File: config.mk
export PLATFORM = sky130hd
export DESIGN_NAME = pll_reset_sequencer
export DESIGN_NICKNAME = d
export VERILOG_FILES = /design/src/rtl/pll_reset_sequencer.sv
export SDC_FILE = /design/constraint.sdc
export NUM_CORES = 1
export LEC_CHECK = 0
export ABC_AREA = 1
export CORE_MARGIN = 10
export CORE_UTILIZATION = 26
export DETAILED_ROUTE_END_ITERATION = 10
export PLACE_DENSITY = 0.4
export RECOVER_POWER = 50
export SYNTH_ARGS = -nofsm -noshare
export SYNTH_HDL_FRONTEND = slang
export SYNTH_SLANG_ARGS = --single-unit
File: constraint.sdc
create_clock -name clk -period 2.41 [get_ports clk]
set_input_delay 0.482 -clock clk [delete_from_list [all_inputs] [get_ports clk]]
set_output_delay 0.482 -clock clk [all_outputs]
set_load 0.05 [all_outputs]
File: src/rtl/pll_reset_sequencer.sv
// Reset/lock/power-down sequencer for one PLLE2_BASE, clocked by the free-running reference clock.
// Emits a lock-qualified system reset for the PLL-clocked domain; retries on timeout, restarts on loss.
`timescale 1ns/1ps
module pll_reset_sequencer #(
   parameter int unsigned RST_CYCLES   = 16,
   parameter int unsigned LOCK_TIMEOUT = 65536,
   parameter int unsigned LOCK_STABLE  = 256,
   parameter int unsigned SYNC_STAGES  = 2
) (
   input  logic       clk,
   input  logic       rst,
   input  logic       pll_locked_i,
   input  logic       pwrdwn_req_i,
   output logic       pll_rst_o,
   output logic       pll_pwrdwn_o,
   output logic       sys_rst_o,
   output logic       ready_o,
   output logic       timeout_o,
   output logic       lost_lock_o,
   output logic [7:0] retry_count_o
);

   localparam int unsigned MAX_AB  = (RST_CYCLES > LOCK_TIMEOUT) ? RST_CYCLES : LOCK_TIMEOUT;
   localparam int unsigned MAX_CYC = (MAX_AB > LOCK_STABLE) ? MAX_AB : LOCK_STABLE;
   localparam int unsigned CNT_W   = $clog2(MAX_CYC) + 1;

   localparam logic [CNT_W-1:0] RST_LAST = CNT_W'(RST_CYCLES - 1);
   localparam logic [CNT_W-1:0] TMO_LAST = CNT_W'(LOCK_TIMEOUT - 1);
   localparam logic [CNT_W-1:0] STB_DONE = CNT_W'(LOCK_STABLE);
   localparam logic [CNT_W-1:0] CNT_ONE  = CNT_W'(1);

   typedef enum logic [2:0] {
      StResetPll,
      StWaitLock,
      StStable,
      StRun,
      StPowerDown
   } state_t;

   state_t                 r_state;
   state_t                 w_state_d;
   logic [CNT_W-1:0]       r_cnt;
   logic [SYNC_STAGES-1:0] r_sync;
   logic                   w_locked_s;
   logic                   w_timeout;
   logic                   w_lost;
   logic                   r_pll_rst;
   logic                   r_pwrdwn;
   logic                   r_sys_rst;
   logic                   r_ready;
   logic                   r_timeout;
   logic                   r_lost;
   logic [7:0]             r_retry;

   // LOCKED is asynchronous to clk; the FSM only ever looks at the last stage.
   always_ff @(posedge clk or posedge rst) begin
      if (rst) begin
         r_sync <= '0;
      end else begin
         r_sync <= {r_sync[SYNC_STAGES-2:0], pll_locked_i};
      end
   end

   assign w_locked_s = r_sync[SYNC_STAGES-1];

   // Power-down beats lock loss, which beats counter expiry.
   always_comb begin
      w_state_d = r_state;
      w_timeout = 1'b0;
      w_lost    = 1'b0;
      if (pwrdwn_req_i) begin
         w_state_d = StPowerDown;
      end else begin
         case (r_state)
            StResetPll: begin
               if (r_cnt == RST_LAST) w_state_d = StWaitLock;
            end
            StWaitLock: begin
               if (w_locked_s) begin
                  w_state_d = StStable;
               end else if (r_cnt == TMO_LAST) begin
                  w_state_d = StResetPll;
                  w_timeout = 1'b1;
               end
            end
            StStable: begin
               if (!w_locked_s) begin
                  w_state_d = StResetPll;
               end else if (r_cnt == STB_DONE) begin
                  w_state_d = StRun;
               end
            end
            StRun: begin
               if (!w_locked_s) begin
                  w_state_d = StResetPll;
                  w_lost    = 1'b1;
               end
            end
            StPowerDown: w_state_d = StResetPll;
            default:     w_state_d = StResetPll;
         endcase
      end
   end

   // Outputs are decoded from the next state so they change on the same edge as the state.
   always_ff @(posedge clk or posedge rst) begin
      if (rst) begin
         r_state   <= StResetPll;
         r_cnt     <= '0;
         r_pll_rst <= 1'b1;
         r_pwrdwn  <= 1'b0;
         r_sys_rst <= 1'b1;
         r_ready   <= 1'b0;
         r_timeout <= 1'b0;
         r_lost    <= 1'b0;
         r_retry   <= '0;
      end else begin
         r_state <= w_state_d;
         if (w_state_d != r_state) begin
            r_cnt <= '0;
         end else if (r_state inside {StResetPll, StWaitLock, StStable}) begin
            r_cnt <= r_cnt + CNT_ONE;
         end
         r_pll_rst <= (w_state_d == StResetPll) || (w_state_d == StPowerDown);
         r_pwrdwn  <= (w_state_d == StPowerDown);
         r_sys_rst <= (w_state_d != StRun);
         r_ready   <= (w_state_d == StRun);
         r_timeout <= w_timeout;
         r_lost    <= w_lost;
         if (w_timeout && (r_retry != 8'hFF)) begin
            r_retry <= r_retry + 8'd1;
         end
      end
   end

   assign pll_rst_o     = r_pll_rst;
   assign pll_pwrdwn_o  = r_pwrdwn;
   assign sys_rst_o     = r_sys_rst;
   assign ready_o       = r_ready;
   assign timeout_o     = r_timeout;
   assign lost_lock_o   = r_lost;
   assign retry_count_o = r_retry;

endmodule

==> impl_metrics.env, run 1 <==
export IMPL_status="finished, final reports clean"
export IMPL_switching_share=0.238
export IMPL_timing_critical_path_from_type="flip-flop"
export IMPL_required_ps=2590
export IMPL_rows=31
export IMPL_n_antenna_cell=0
export IMPL_fmax_ghz=0.430
export IMPL_post_dp_hpwl_mm=2.84
export IMPL_pwr_share_seq=0.495
export IMPL_setup_ws_ps=84.9
export IMPL_maxSlewHeadroom=0.388
export IMPL_drtIter0Drc=32
export IMPL_drv_cap=0
export IMPL_min_period_over_period=0.965
export IMPL_grt_overflow_total=0
export IMPL_grt_usage=0.0713
export IMPL_p_clk_frac=0.435
export IMPL_cts_tree="done"
export IMPL_ys_ff_latch=36
export IMPL_drv_slew=0
export IMPL_vias_per_cell=4.05
export IMPL_critical_path_buf_inv_count=0
export IMPL_rsz0062_at_grt="true"
export IMPL_dpl_worst_slack_ps=63.8
export IMPL_fin_crit_ps=2330
export IMPL_yosysUniqueCellTypes=28
export IMPL_internal_power_w=0.000950
export IMPL_core_area_um2=7290
export IMPL_netlist_area_leader_share=0.435
export IMPL_critPathTopFamily="simple AND/OR/NAND/NOR gates"
export IMPL_clock_root_buffer="clkbuf_8"
export IMPL_slowest_delay_ps=420
export IMPL_htreeDepth=2
export IMPL_worst_slew_pin_slew_ps=918
export IMPL_setup_viol=0
export IMPL_layout_commonest_cell="nand2_1"
export IMPL_grt_first_pass_wirelength_mm=6.60
export IMPL_die_w_um=107
export IMPL_hold_path_class="flip-flop to flip-flop"
export IMPL_globalplace_congestion=0.733
export IMPL_grt_start_max_net_pins=37
export IMPL_synth_seq_area_share=0.462
export IMPL_cts_clk_slew_worst_paths_ps=80
export IMPL_synthCells=213
export IMPL_vias=1386
export IMPL_die_area_um2=11400
export IMPL_leakagePower_nw=1.08
export IMPL_start_util=0.268
export IMPL_syn_avg_cell_area_um2=9.18
export IMPL_vdd_drop_max_mv=0.191
export IMPL_grt_pass1_vias=1370
export IMPL_synth_net_count=221
export IMPL_arrival_ps=2510
export IMPL_final_cell_mix="35 x nand2_1, 34 x dfrtp_1, 28 x nor2_1, 22 x inv_1"
export IMPL_cp_slowest_cell="dfrtp_1"
export IMPL_finalPower_w=0.00125
export IMPL_worstPathCellList="ha_4, nand2_4, nor2_4, nand3b_1, nor4_2, ha_2, nand3_1, nor2_2, nand2_4, nor2_4, nand3_2, xnor2_1"
export IMPL_dr_pass1_iters=4
export IMPL_cp_end_kind="flip-flop"
export IMPL_drc=0
export IMPL_critPathKind="flip-flop to flip-flop"
export IMPL_fillers=775
export IMPL_hold_violations=0
export IMPL_clk_path_buf_depth=2
export IMPL_area_delta_synth_final_pct=27.9
export IMPL_ys_top_cells_by_area="dfrtp_1 44%, nand2_1 7.1%, xor2_1 6.7%"
export IMPL_combPwrFrac=0.071
export IMPL_postRouteAntennaNets=0
export IMPL_wl_mm=3.94
export IMPL_netlist_area_um2=1950
export IMPL_power_switching_w=0.000297
export IMPL_antenna_found_initial=0
export IMPL_wl_per_cell_um=11.5
export IMPL_numCtsBuffers=5
export IMPL_port_buffers=17
export IMPL_ios=18
export IMPL_ys_warn_count=0
export IMPL_clkSinkCount=36
export IMPL_clock_latency_ps=290
export IMPL_p_per_area_nw_per_um2=499
export IMPL_drive_gt1_frac=0.263
export IMPL_nets=250
export IMPL_worstPathMaxFanout=7
export IMPL_fin_skew_ps=4.82
export IMPL_die_height_um=107
export IMPL_synth_largest_area_cell="dfrtp_1"
==> layer usage <==
| metal | track usage | wire [µm] |
|---|---|---|
| met1 | 0.0881 | 1880 |
| met2 | 0.112 | 1900 |
| met3 | 0.0192 | 98 |
| met4 | 0.0348 | 61 |
| met5 | 0 | 0 |
==> cells by family (layout without fill, tap and decap cells) <==
kind of cell,count (synthesis),count (layout),share of synthesized area
and+or+nand+nor,116,116,0.327
DFF,36,36,0.462
buffers and inverters,31,61,0.0679
xor gates and xnor gates,19,19,0.0851
AOI/OAI and AO/OA,5,5,0.0205
adders and majority gates,4,4,0.0256
muxes,2,2,0.0115
==> path summary, 6_finish.rpt <==
path                            startpoint          endpoint  slack [ps]  cells past startpoint
min in group asynchronous              rst  retry_count_o[0]         900                      3
worst max register to register    r_cnt[0]  retry_count_o[5]          80                     12
worst min register to register   r_sync[0]         r_sync[1]         350                      0
worst max-delay path              r_cnt[0]  retry_count_o[5]          80                     12
worst min-delay path             r_sync[0]         r_sync[1]         350                      0
max in group asynchronous              rst         r_cnt[14]         950                      3
==> layout make-up <==
| type | count | area, µm² | share of cell area |
|---|---|---|---|
| Multi-Input combinational cell | 146 | 986 | 0.394 |
| Tap cell | 99 | 124 | 0.0495 |
| Timing Repair Buffer | 25 | 270 | 0.108 |
| Clock inverter | 3 | 42.5 | 0.0170 |
| Sequential cell | 36 | 903 | 0.361 |
| Inverter | 28 | 105 | 0.0420 |
| Clock buffer | 5 | 68.8 | 0.0275 |
==> cell usage after synthesis <==
| cell type | count |
|---|---|
| inv_1 | 22 |
| and2_4 | 1 |
| a21oi_1 | 1 |
| nor3b_2 | 1 |
| buf_12 | 1 |
| nand2_1 | 37 |
| a22oi_2 | 1 |
| ha_1 | 4 |
| nor3_2 | 5 |
| nand3b_1 | 2 |
| mux2_1 | 2 |
| xor2_1 | 15 |
| nor3_1 | 2 |
| clkbuf_1 | 2 |
| nor4_1 | 3 |
| nand3_4 | 1 |
| nand2_2 | 5 |
| nor2_4 | 11 |
| nand3_1 | 12 |
| nor2_2 | 5 |
| dfstp_2 | 2 |
| o21ai_0 | 2 |
| nand4_1 | 2 |
| inv_2 | 6 |
| nor2_1 | 29 |
| xnor2_1 | 4 |
| dfrtp_1 | 34 |
| o211ai_2 | 1 |
==> what timing repair did <==
item | 4_1_cts | 5_1_grt
setup endpoints to repair | 0 | 24
buffers inserted | 0 | 4
hold buffers | 0 | 0
resized for setup | 0 | 15
==> sequential cells by signal, summed over array words and instances (netlist names) <==
register,count
r_cnt,17
retry_count_o,8
r_state,3
r_sync,2
lost_lock_o,1
pll_pwrdwn_o,1
pll_rst_o,1
ready_o,1
sys_rst_o,1
timeout_o,1
==> through the flow <==
stage	setup TNS [ps]	cells	cell area, µm²	hold slack (ps)	utilization
after floorplan	0	213	1950	331	-
after global placement	0	329	2270	336	0.311
after detailed placement	0	329	2270	337	0.311
after CTS	0	337	2380	357	0.326
after global routing	-1400	342	2500	366	0.343
final	0	342	2500	353	0.343
==> power groups by stage <==
stage               Sequential, W  Combinational, W  Clock [W]
finish                   0.000617         0.0000885   0.000542
global route             0.000618         0.0000988   0.000591
CTS                      0.000615         0.0000852   0.000568
detailed placement       0.000627         0.0000850          0
global placement         0.000627         0.0000860          0
floorplan                0.000629         0.0000539          0
No activity file was read; power rests on OpenSTA's default activity.
==> run 2, diff against run 1 <==
--- a/config.mk
+++ b/config.mk
@@ -8,6 +8,7 @@
 export ABC_AREA = 1
 export CORE_MARGIN = 10
 export CORE_UTILIZATION = 26
+export CTS_CLUSTER_SIZE = 14
 export DETAILED_ROUTE_END_ITERATION = 10
 export PLACE_DENSITY = 0.4
 export RECOVER_POWER = 50
==> results of run 2 <==
No change in the layout: final DEF, timing and power equal those of run 1.
==> run 3, diff against run 2 <==
--- a/config.mk
+++ b/config.mk
@@ -5,12 +5,11 @@
 export SDC_FILE = /design/constraint.sdc
 export NUM_CORES = 1
 export LEC_CHECK = 0
-export ABC_AREA = 1
 export CORE_MARGIN = 10
 export CORE_UTILIZATION = 26
 export CTS_CLUSTER_SIZE = 14
 export DETAILED_ROUTE_END_ITERATION = 10
-export PLACE_DENSITY = 0.4
+export PLACE_DENSITY = 0.41
 export RECOVER_POWER = 50
 export SYNTH_ARGS = -nofsm -noshare
 export SYNTH_HDL_FRONTEND = slang
==> run 3 against run 2 <==
Compared with the run above: synthesized area decreased by 5.6%; maximum frequency increased by 4.1%; critical path depth decreased by 4; sequential cell count unchanged; first-iteration DRC count increased by 69%; clock power decreased by 3%; cell count decreased by 10%; register-to-register slack improved by 90 ps; core utilization increased by 0.94 points; via count increased by 3.8%; largest power group unchanged; highest routed layer unchanged.
==> impl_metrics.env, run 3 <==
export IMPL_status="finished, final reports clean"
export IMPL_rrSetupSlack_ps=180
export IMPL_ys_warn_count=0
export IMPL_antenna_found_initial=0
export IMPL_die_w_um=104
export IMPL_drv_slew=0
export IMPL_clk_path_buf_depth=2
export IMPL_globalplace_congestion=0.751
export IMPL_finalPower_w=0.00121
export IMPL_postCtsHoldBufs=0
export IMPL_hold_violations=0
export IMPL_numCtsBuffers=5
export IMPL_timing_critical_path_from_type="flip-flop"
export IMPL_clock_latency_ps=290
export IMPL_grt_usage=0.0830
export IMPL_fin_crit_ps=2230
export IMPL_post_dp_hpwl_mm=3.24
export IMPL_power_switching_w=0.000272
export IMPL_drive_gt1_frac=0.218
export IMPL_required_ps=2590
export IMPL_largest_reg_flops=17
export IMPL_p_clk_frac=0.435
export IMPL_core_area_um2=6830
export IMPL_drc=0
export IMPL_pwr_share_seq=0.511
export IMPL_synth_net_count=180
export IMPL_internal_power_w=0.000942
export IMPL_syn_avg_cell_area_um2=10.7
export IMPL_grt_pass1_vias=1487
export IMPL_vias_per_cell=4.68
export IMPL_clock_root_buffer="clkbuf_8"
export IMPL_synth_largest_area_cell="dfrtp_1"
export IMPL_ios=18
export IMPL_nets=218
export IMPL_die_area_um2=10900
export IMPL_synthCells=172
export IMPL_vdd_drop_max_mv=0.225
export IMPL_finalNonFillerCells=307
export IMPL_rows=30
export IMPL_cts_clk_slew_worst_paths_ps=80
export IMPL_wl_per_cell_um=14.7
export IMPL_netlist_area_um2=1840
export IMPL_p_per_area_nw_per_um2=505
export IMPL_min_period_over_period=0.927
export IMPL_netlist_area_leader_share=0.461
export IMPL_yosysMostFrequentCell="dfrtp_1"
export IMPL_cts_tree="done"
export IMPL_htreeDepth=2
export IMPL_drv_cap=0
export IMPL_yosysUniqueCellTypes=42
export IMPL_synth_seq_area_share=0.490
export IMPL_n_antenna_cell=0
export IMPL_rsz0062_at_grt="false"
export IMPL_ys_top_cells_by_area="dfrtp_1 46%, xor2_1 5.2%, nor3_1 3.3%"
export IMPL_switching_share=0.224
export IMPL_arrival_ps=2410
export IMPL_vias=1438
export IMPL_grt_start_max_net_pins=37
export IMPL_setup_viol=0
export IMPL_critPathKind="flip-flop to flip-flop"
export IMPL_ys_ff_latch=36
export IMPL_hold_path_class="flip-flop to flip-flop"
export IMPL_synthArstFlopShare=1.00
export IMPL_dpl_cell_count=297
export IMPL_start_util=0.270
export IMPL_dpl_worst_slack_ps=-161
export IMPL_combPwrFrac=0.054
export IMPL_clkSinkCount=36
export IMPL_regMostFlops="r_cnt"
export IMPL_worst_slew_pin_slew_ps=909
export IMPL_wl_mm=4.53
export IMPL_ys_flop_type="dfrtp_1"
export IMPL_grt_overflow_total=0
export IMPL_leakagePower_nw=0.989
export IMPL_worstPathMaxFanout=5
export IMPL_maxSlewHeadroom=0.394
export IMPL_setup_ws_ps=177
export IMPL_final_cell_mix="34 x dfrtp_1, 20 x buf_4, 14 x clkdlybuf4s50_1, 12 x nor3_1"
export IMPL_layout_commonest_cell="dfrtp_1"
export IMPL_grt_first_pass_wirelength_mm=7.49
export IMPL_fmax_ghz=0.448
export IMPL_cp_end_kind="flip-flop"
export IMPL_drtIter0Drc=54
export IMPL_synth_edf_count=0
export IMPL_dr_pass1_iters=4
export IMPL_fin_skew_ps=11.6
export IMPL_die_height_um=104
export IMPL_postRouteAntennaNets=0
export IMPL_area_delta_synth_final_pct=30.5
export IMPL_port_buffers=17
export IMPL_ys_top_cells_by_count="34 x dfrtp_1, 12 x nand2_1, 12 x nor3_1"
## run 3: cell count changes after synthesis, moves of 5 or more
| cell | change |
|---|---|
| a211oi_1 | +6 |
| inv_1 | -15 |
| inv_2 | -6 |
| nand2_1 | -25 |
| nand2_2 | -5 |
| nand3_1 | -5 |
| nand4_1 | +5 |
| nor2_1 | -25 |
| nor2_2 | -5 |
| nor2_4 | -11 |
| nor3_1 | +10 |
| nor3_2 | -5 |
## run 3: worst max-delay path, cell delays in order, from the launching register on
cell and delay, ps:
dfrtp_1 390, ha_2 230, nand3_4 100, nor4_4 300, ha_2 220, nor4bb_4 200
nand2_2 150, a21oi_2 180, mux2_2 350
## run 3: worst paths after layout
kind | from | to | depth (start not counted)
setup / recovery | r_cnt[0] | retry_count_o[1] | 8
hold / removal | r_sync[0] | r_sync[1] | 0
setup reg to reg | r_cnt[0] | retry_count_o[1] | 8
hold reg to reg | r_sync[0] | r_sync[1] | 0
max in group asynchronous | rst | retry_count_o[0] | 3
min in group asynchronous | rst | r_cnt[10] | 3
## run 3: layout make-up
| type | instances | area (µm²) |
|---|---|---|
| clock buffers | 6 | 72.6 |
| clock inverters | 2 | 35.0 |
| fillers | 708 | 4430 |
| inverters | 7 | 26.3 |
| multi-input cells | 120 | 916 |
| flip-flops and latches | 36 | 903 |
| well taps | 96 | 120 |
| repair buffers | 40 | 333 |
## run 3: kinds of logic after synthesis
| group | Yosys count | share of synthesized area |
|---|---|---|
| adders and majority gates | 4 | 0.0271 |
| muxes | 1 | 0.00611 |
| xor gates and xnor gates | 17 | 0.0807 |
| buffers and inverters | 16 | 0.0563 |
| DFF | 36 | 0.490 |
| AOI/OAI and AO/OA | 27 | 0.113 |
| and+or+nand+nor | 71 | 0.227 |
## run 3: power by group through the flow
stage	sequential, W	combinational [W]	clock, W
2_1_floorplan	0.000631	0.0000461	0
3_3_place_gp	0.000632	0.0000640	0
3_5_place_dp	0.000632	0.0000661	0
4_1_cts	0.000621	0.0000662	0.000544
5_1_grt	0.000622	0.0000744	0.000569
6_report	0.000621	0.0000655	0.000528
## run 3: timing repair
action | CTS | global route
setup endpoints to repair | 3 | 23
pin swaps | 0 | 3
setup buffers | 0 | 2
gates resized for setup | 4 | 11
## run 3: per-stage QoR
stage                     area, µm²  utilization  TNS [ps]  hold WS, ps
after global routing           2410        0.352         0          362
after floorplan                1840            -         0          331
after CTS                      2340        0.342         0          358
final                          2410        0.352         0          353
after detailed placement       2210        0.324      -214          341
after global placement         2210        0.324         0          344
## run 3: routing by layer
metal  wire, µm  track usage  vias up
li1           -            -      710
met1       2260        0.109      707
met2       2070        0.124       16
met3        156       0.0291        5
met4         45       0.0239        0
met5          0            0        -
